**config.mk**
```make
export PLATFORM = sky130hd
export DESIGN_NAME = crtc_vram_sequencer
export DESIGN_NICKNAME = d
export VERILOG_FILES = /design/src/rtl/crtc_pkg.sv /design/src/rtl/cpc_vaddr_map.sv /design/src/rtl/crtc_vram_sequencer.sv
export SDC_FILE = /design/constraint.sdc
export NUM_CORES = 1
export LEC_CHECK = 0
export BUFFER_PORTS_ARGS = -buffer_cell sky130_fd_sc_hd__buf_2
export CAP_MARGIN = 20
export CORE_MARGIN = 5
export CORE_UTILIZATION = 45
export CTS_CLUSTER_DIAMETER = 40
export CTS_CLUSTER_SIZE = 16
export DETAILED_ROUTE_END_ITERATION = 8
export PLACE_DENSITY = 0.87
export SYNTH_ARGS = -nofsm -noshare
export SYNTH_HDL_FRONTEND = slang
export SYNTH_SLANG_ARGS = --single-unit
export TNS_END_PERCENT = 30
```
**constraint.sdc**
```tcl
create_clock -name i_clock -period 1.7 [get_ports i_clock]
set_input_delay 0.255 -clock i_clock [delete_from_list [all_inputs] [get_ports i_clock]]
set_output_delay 0.255 -clock i_clock [all_outputs]
set_load 0.01 [all_outputs]
```
**src/rtl/crtc_pkg.sv**
```systemverilog
// Shared slot timing for the CRTC/VRAM sequencer: phase constants, CPU slot FSM
// states and a slot-start helper.
package crtc_pkg;

  localparam logic [3:0] PH_VID0   = 4'd0;
  localparam logic [3:0] PH_VID1   = 4'd4;
  localparam logic [3:0] PH_CPUA   = 4'd8;
  localparam logic [3:0] PH_CPUB   = 4'd12;
  localparam logic [3:0] RD_LAT    = 4'd2;
  localparam logic [3:0] PH_VOUT   = 4'd7;
  localparam logic [3:0] PH_NCLKEN = 4'd7;
  localparam logic [3:0] PH_CLKEN  = 4'd15;

  typedef enum logic [1:0] {
    ST_IDLE   = 2'd0,
    ST_ACCESS = 2'd1,
    ST_ACK    = 2'd2
  } cpu_state_t;

  function automatic logic is_cpu_slot(input logic [3:0] ph);
    return (ph == PH_CPUA) || (ph == PH_CPUB);
  endfunction

endpackage

```
**src/rtl/cpc_vaddr_map.sv**
```systemverilog
// CRTC MA/RA to 16-bit VRAM byte address: {MA[13:12], RA[2:0], MA[9:0], byte}.
module cpc_vaddr_map (
  input  logic [13:0] i_ma,
  input  logic [4:0]  i_ra,
  input  logic        i_byte_sel,
  output logic [15:0] o_addr
);

  // MA[11:10] and RA[4:3] do not take part in the mapping.
  logic w_unused_bits;
  assign w_unused_bits = ^{i_ma[11:10], i_ra[4:3]};

  assign o_addr = {i_ma[13:12], i_ra[2:0], i_ma[9:0], i_byte_sel};

endmodule

```
**src/rtl/crtc_vram_sequencer.sv**
```systemverilog
// 16-phase VRAM time-slot sequencer: two video byte fetches per character
// followed by two CPU access slots, plus CRTC clock enables.
module crtc_vram_sequencer
  import crtc_pkg::*;
(
  input  logic        i_clock,
  input  logic        i_reset,
  output logic        o_crtc_clken,
  output logic        o_crtc_nclken,
  input  logic [13:0] i_ma,
  input  logic [4:0]  i_ra,
  input  logic        i_cpu_req,
  input  logic        i_cpu_we,
  input  logic [15:0] i_cpu_addr,
  input  logic [7:0]  i_cpu_wdata,
  output logic        o_cpu_ack,
  output logic [7:0]  o_cpu_rdata,
  output logic        o_cpu_wait,
  output logic [15:0] o_mem_addr,
  output logic        o_mem_rd,
  output logic        o_mem_wr,
  output logic [7:0]  o_mem_wdata,
  input  logic [7:0]  i_mem_rdata,
  output logic [15:0] o_vid_data,
  output logic        o_vid_valid,
  output logic [1:0]  o_dbg_state,
  output logic [3:0]  o_dbg_phase
);

  // Handshake: the CPU holds i_cpu_req (with addr/we/wdata) until o_cpu_ack;
  // o_cpu_wait = i_cpu_req & ~o_cpu_ack. A request low at a slot start is dropped.

  logic [3:0]  r_phase;
  cpu_state_t  r_state;
  logic [13:0] r_ma;
  logic [4:0]  r_ra;
  logic [7:0]  r_byte0;
  logic [7:0]  r_byte1;
  logic        r_cpu_we;
  logic        r_crtc_clken;
  logic        r_crtc_nclken;
  logic        r_cpu_ack;
  logic [7:0]  r_cpu_rdata;
  logic [15:0] r_mem_addr;
  logic        r_mem_rd;
  logic        r_mem_wr;
  logic [7:0]  r_mem_wdata;
  logic [15:0] r_vid_data;
  logic        r_vid_valid;

  logic [13:0] w_map_ma;
  logic [4:0]  w_map_ra;
  logic        w_byte_sel;
  logic [15:0] w_vaddr;
  logic        w_cpu_start;

  // Byte 0 uses the live MA/RA (the sampling edge); byte 1 uses the held copy.
  assign w_map_ma   = (r_phase == PH_VID0) ? i_ma : r_ma;
  assign w_map_ra   = (r_phase == PH_VID0) ? i_ra : r_ra;
  assign w_byte_sel = (r_phase == PH_VID1);
  assign w_cpu_start = is_cpu_slot(r_phase) && i_cpu_req && (r_state == ST_IDLE);

  cpc_vaddr_map u_vaddr_map (
    .i_ma       (w_map_ma),
    .i_ra       (w_map_ra),
    .i_byte_sel (w_byte_sel),
    .o_addr     (w_vaddr)
  );

  always_ff @(posedge i_clock) begin
    if (i_reset) begin
      r_phase       <= 4'd0;
      r_state       <= ST_IDLE;
      r_ma          <= 14'd0;
      r_ra          <= 5'd0;
      r_byte0       <= 8'd0;
      r_byte1       <= 8'd0;
      r_cpu_we      <= 1'b0;
      r_crtc_clken  <= 1'b0;
      r_crtc_nclken <= 1'b0;
      r_cpu_ack     <= 1'b0;
      r_cpu_rdata   <= 8'd0;
      r_mem_addr    <= 16'd0;
      r_mem_rd      <= 1'b0;
      r_mem_wr      <= 1'b0;
      r_mem_wdata   <= 8'd0;
      r_vid_data    <= 16'd0;
      r_vid_valid   <= 1'b0;
    end else begin
      r_phase       <= r_phase + 4'd1;
      r_crtc_clken  <= (r_phase == PH_CLKEN);
      r_crtc_nclken <= (r_phase == PH_NCLKEN);
      r_mem_rd      <= 1'b0;
      r_mem_wr      <= 1'b0;
      r_vid_valid   <= 1'b0;
      r_cpu_ack     <= 1'b0;

      if ((r_phase == PH_VID0) || (r_phase == PH_VID1)) begin
        r_mem_rd   <= 1'b1;
        r_mem_addr <= w_vaddr;
      end
      if (r_phase == PH_VID0) begin
        r_ma <= i_ma;
        r_ra <= i_ra;
      end
      if (r_phase == PH_VID0 + RD_LAT) r_byte0 <= i_mem_rdata;
      if (r_phase == PH_VID1 + RD_LAT) r_byte1 <= i_mem_rdata;
      if (r_phase == PH_VOUT) begin
        r_vid_data  <= {r_byte1, r_byte0};
        r_vid_valid <= 1'b1;
      end

      // CPU slots start on a 4-phase boundary, so phase[1:0] is the slot offset.
      case (r_state)
        ST_IDLE: begin
          if (w_cpu_start) begin
            r_state    <= ST_ACCESS;
            r_cpu_we   <= i_cpu_we;
            r_mem_addr <= i_cpu_addr;
            r_mem_rd   <= ~i_cpu_we;
            r_mem_wr   <= i_cpu_we;
            if (i_cpu_we) r_mem_wdata <= i_cpu_wdata;
          end
        end
        ST_ACCESS: begin
          if (r_phase[1:0] == RD_LAT[1:0]) begin
            r_state   <= ST_ACK;
            r_cpu_ack <= 1'b1;
            if (!r_cpu_we) r_cpu_rdata <= i_mem_rdata;
          end
        end
        ST_ACK:  r_state <= ST_IDLE;
        default: r_state <= ST_IDLE;
      endcase
    end
  end

  assign o_crtc_clken  = r_crtc_clken;
  assign o_crtc_nclken = r_crtc_nclken;
  assign o_cpu_ack     = r_cpu_ack;
  assign o_cpu_rdata   = r_cpu_rdata;
  assign o_cpu_wait    = i_cpu_req & ~r_cpu_ack;
  assign o_mem_addr    = r_mem_addr;
  assign o_mem_rd      = r_mem_rd;
  assign o_mem_wr      = r_mem_wr;
  assign o_mem_wdata   = r_mem_wdata;
  assign o_vid_data    = r_vid_data;
  assign o_vid_valid   = r_vid_valid;
  assign o_dbg_state   = r_state;
  assign o_dbg_phase   = r_phase;

endmodule
```
# ---- Yosys cells after proc, flatten, opt, wreduce, memory -nomap -nowiden
# Cells that the tools add are included.
dict set report totals {
  inputBits 55
  output_inout_bits 61
  wordCells 62
  reg_bits 94
}
dict set report op_classes {
  mux 13
  n_eq_ne 11
  reduce_logical 12
  bitwise_logic 7
  addsub 1
}
# op n
set ops {}
lappend ops {{16-bit two-way mux} 3}
lappend ops {{14-bit two-way mux} 1}
lappend ops {{4-bit by 3-bit == test with 1-bit output, second input constant} 3}
lappend ops {{4-bit == test, second input constant} 3}
lappend ops {{1-bit NOT} 6}
lappend ops {{3-bit AND reduction} 2}
lappend ops {{1-bit two-way mux} 5}
lappend ops {{4-bit by 1-bit adder with 4-bit output, second input constant} 1}
lappend ops {{4-bit by 2-bit == test with 1-bit output, second input constant} 1}
lappend ops {{4-bit zero test} 1}
lappend ops {{2-bit two-way mux} 2}
lappend ops {{2-bit != test, second input constant} 2}
lappend ops {{2-bit one-hot mux with 2 select lines} 1}
lappend ops {{2-bit AND reduction} 2}
lappend ops {{3-bit two-way mux} 1}
lappend ops {{3-bit OR reduction} 1}
lappend ops {{2-bit by 1-bit == test with 1-bit output, second input constant} 1}
lappend ops {{2-bit == test, second input constant} 1}
lappend ops {{1-bit logical AND} 2}
lappend ops {{2-bit zero test} 1}
lappend ops {{1-bit logical OR} 2}
lappend ops {{2-bit OR reduction} 1}
lappend ops {{1-bit AND} 1}

# ---- Logic depth before layout (Yosys ltp)
dict set report logic_depth {
  depth_word 6
  depth_mapped 7
}

# ---- Modules after synthesis
# Synthesis repeated with hierarchy kept, for this count alone.
dict set report hier_totals {
  hier_cells 387
  area_unflattened_um2 3973.8
}
# module seq_area_each_um2 n_inst area_each_um2 cells_each
set by_module_without_submodules {}
lappend by_module_without_submodules {crtc_vram_sequencer 1901.8 1 3853.7 371}
lappend by_module_without_submodules {cpc_vaddr_map 0.0 1 120.1 16}

# ---- Worst setup path after synthesis
# No wires, ideal clock.
dict set report synth_path {
  path_type {reg2reg}
  start {register r_phase[0] (netlist: o_dbg_phase[0])}
  end {register r_ma[12]}
  path_stages_with_launch 8
  required_ns 1.568
  slack_ns 0.023
  arrival_ns 1.544
  cell_sequence {dfxtp_1 -> inv_1 -> ha_1 -> or3b_2 -> clkbuf_1 -> buf_2 -> nand2_1 -> a21oi_1}
}
dict set report synth_via {
  elab_chain_len 2
}
# item line_no
set synth_rtl {}
lappend synth_rtl {{from (decl)} crtc_vram_sequencer.sv:33} ;# logic [3:0] r_phase;
lappend synth_rtl {{from (signal assigned)} crtc_vram_sequencer.sv:90} ;# r_phase <= r_phase + 4'd1;
lappend synth_rtl {{4-bit zero test} crtc_vram_sequencer.sv:102} ;# if (r_phase == PH_VID0) begin
lappend synth_rtl {{14-bit two-way mux} --}
lappend synth_rtl {{to (signal assigned)} crtc_vram_sequencer.sv:103} ;# r_ma <= i_ma;
lappend synth_rtl {{to (decl)} crtc_vram_sequencer.sv:35} ;# logic [13:0] r_ma;
# Every way passes these cells.
# A chain may end at the register's enable or synchronous reset.

# ---- Worst setup path in the final report
dict set report layout_path {
  start {register r_phase[0] (netlist: o_dbg_phase[0])}
  end {register r_mem_addr[0] (netlist: o_mem_addr[0])}
}
dict set report layout_via {
  elab_chain_len 6
}
# item line_no
set layout_rtl {}
lappend layout_rtl {{4-bit == test} crtc_pkg.sv:21} ;# return (ph == PH_CPUA) || (ph == PH_CPUB);
lappend layout_rtl {{1-bit logical OR} crtc_pkg.sv:21}
lappend layout_rtl {{1-bit logical AND (2 in a row)} crtc_vram_sequencer.sv:61} ;# assign w_cpu_start = is_cpu_slot(r_phase) && i_cpu_req && (r_state == ST_IDLE);
lappend layout_rtl {{16-bit two-way mux} crtc_vram_sequencer.sv:116} ;# if (w_cpu_start) begin
lappend layout_rtl {{16-bit two-way mux (*)} crtc_vram_sequencer.sv:114} ;# case (r_state)
lappend layout_rtl {{to (signal assigned)} crtc_vram_sequencer.sv:100} ;# r_mem_addr <= w_vaddr;
lappend layout_rtl {{to (signal assigned)} crtc_vram_sequencer.sv:119} ;# r_mem_addr <= i_cpu_addr;
lappend layout_rtl {{to (decl)} crtc_vram_sequencer.sv:44} ;# logic [15:0] r_mem_addr;
# Mark *: on every way between the ends. The rest lies on a longest branch, timed or not.

==> impl_results.md <==
- Unique masters post-synth: 31
- 1st-pass router iterations: 4
- Pins over their slew limit: 0
- #FFs+latches synth: 91
- Worst slew pin tran: between 400 and 500 ps
- Syn_nets: 434
- CTS tree: built
- Clk pin slew, worst setup/hold paths: 90 ps
- Routed WL: a little under 9 mm
- Netlist Area Pre-Place: roughly 3500 µm²
- Fin crit share: 0.917
- Clock sinks: 91
- NumNets Final: between 500 and 600
- Routed vias: about 3100
- Die Area: between 9000 and 10000 µm²
- Slowest CP cell: nor2b_2
- Initial DRC Count: roughly 130
- Gp weighted congestion: between 0.8 and 0.9
- Die Y: a little under 100 µm
- Synth area leaders: dfxtp_1, mux2i_1, a21oi_1
- CTS Buffer Depth: 2
- Kind of critical path: reg2reg
- H-tree levels: 3
- Layout area overhead: 25.5%
- Core area: slightly below 8000 µm²
- Worst Hold Class: in2reg
- Yosys top cell area share: 0.516
- Slew headroom: 0.684
- Synth Area per Inst: ~9.4 µm²
- Number of global-route vias before repair: slightly above 3000
- First-pass GRT wire length: between 10 and 15 mm
- Starting Density: 0.459
- # IOs: about 120
- GR Util All Layers: 0.180
- Kind of cell adding the most delay to the critical path: simple AND/OR/NAND/NOR gates
- Congestion Overflow GR: 0
- Pin count of the biggest net entering global routing: 36
- Post-DRT Antenna Nets: 0
- Worst-Skew Late Latency: 360 ps
- Placed cell areas: 4230 µm²
- Root Buffer: clkbuf_8
- Hold Violations, Final: 0
- Startpoint Class: register
- Max incr delay on CP: between 300 and 400 ps
- Max VDD drop: around 0.52 mV
- Reg2Reg Setup Slack: between 100 and 150 ps
- Util after Layout: 0.577
- Final clock skew: between 15 and 20 ps
- Data arrival time of the worst path: roughly 1800 ps
- Ant. Diodes: 0
- Run status: finished, final reports clean
- Leak: slightly below 2 nW
- Cell taking the most area after synthesis: dfxtp_1
- DRC: 0
- Commonest non-fill, non-tap cell in the layout: buf_2
- Proportion of layout cells with a drive suffix above 1: 0.345
- Final instance area: 4430 µm²
- Crit path max fanout: 10
- Commonest non-fill, non-tap cells in the layout: buf_2, dfxtp_1, nand2_1, a21oi_1, mux2i_1
- Max-cap violations: 0
- Rows: 32
- Vias per cell: approximately 5.2
- Clock buffer count from CTS: 9
- RSZ-0062 raised after global routing: false
- Gate Count Post-Synth: ~380
- Initial antenna violation count: 0
- Fmax: about 640 MHz
- Total power per unit cell area: roughly 960 nW/µm²
- Post-DP HPWL: 6.37 mm
- YS warnings: 0
- Width of the die: 98.6 µm
- Crit path time final: between 1500 and 2000 ps
- CP bufs+invs: 2
- Setup violations, final: 0
- DR WL/cell: roughly 15 µm
- PortBufs: roughly 110
- Postcts setup bufs: 0
- Crit path cell chain: inv_1 > ha_1 > nor2b_2 > buf_6 > mux2i_1 > a221oi_1
- Worst Setup End Kind: register
- Sequential share of the synthesized area: 0.516
- CP required: 1970 ps
==> power breakdown <==
part,leakage [nW],internal (mW),switching (mW)
clock network,0.0958,0.600,0.803
registers,0.742,2.23,0.0552
logic,1.12,0.258,0.292
==> layer usage <==
layer / up-vias / share of wire / track usage
li1: 1512 / - / -
met1: 1477 / 0.42 / 0.214
met2: 99 / 0.48 / 0.302
met3: 14 / 0.081 / 0.0651
met4: 0 / 0.014 / 0.0609
met5: - / 0 / 0
==> cells in the mapped netlist, drive strengths merged <==
master   n
o31ai    1
a221oi   1
and4     1
ha       3
a21boi   1
inv      3
xor2     1
dfxtp   91
nor2b    3
nor3b    3
mux2i   40
nand3   11
clkbuf  15
a21oi   56
and4bb   3
nand3b   2
nor2    30
or3b     3
buf     16
and3b    1
and3     1
o221a   15
o21ai    9
xnor2    1
nand2   65
==> timing repair <==
item | in CTS | in global routing
endpoints found under the setup margin | 1 | 20
hold buffers | 0 | 0
gates resized for setup | 1 | 4
==> flip-flops by register name, indices dropped and copies added, names as in the netlist, 2 cells and up <==
signal,cells
o_mem_wdata,8
o_mem_addr,16
o_cpu_rdata,8
r_ra,3
r_byte0,8
o_dbg_phase,4
r_ma,12
o_dbg_state,2
r_byte1,8
o_vid_data,16
==> stage by stage <==
stage,instances,hold slack [ps],setup slack [ps],setup TNS [ps],power (mW)
after floorplan,376,360,23.5,0,2.65
after global placement,575,442,-296,-2620,2.84
after detailed placement,576,443,-40.6,-40.6,2.88
after CTS,592,101,47.9,0,4.26
after global routing,592,103,16.7,0,4.44
final,592,111,141,0,4.24
==> layout make-up <==
class	instances	area [µm²]
Clock inverter	6	53.8
Clock buffer	10	138
Sequential cell	91	1820
Tap cell	102	128
Inverter	3	11.3
Timing Repair Buffer	129	719
Fill cell	669	3250
Multi-Input combinational cell	251	1560
==> path summary, 6_finish.rpt <==
check                                    start       endpoint  cells after the start
worst min-delay path                  i_cpu_we       o_mem_rd                      2
worst min register to register   o_vid_data[5]  o_vid_data[5]                      2
worst max register to register  o_dbg_phase[0]  o_mem_addr[0]                      6
worst max-delay path            o_dbg_phase[0]  o_mem_addr[0]                      6
==> worst reg2reg max path, cell delays in order, from the launching register on <==
cell	delay, ps
dfxtp_1	320
inv_1	70
ha_1	170
nor2b_2	370
buf_6	200
mux2i_1	80
a221oi_1	270
==> kinds of logic (layout without fill, tap and decap cells) <==
group / count (synthesis) / after routing / synth area share
simple gates: 123 / 123 / 0.159
flops: 91 / 91 / 0.516
compound gates: 83 / 83 / 0.150
mux: 40 / 40 / 0.113
buf+inv: 34 / 148 / 0.0464
fa+ha+maj: 3 / 3 / 0.0106
xor+xnor: 2 / 2 / 0.00496
Note: power is estimated with default switching activity, not from simulation.
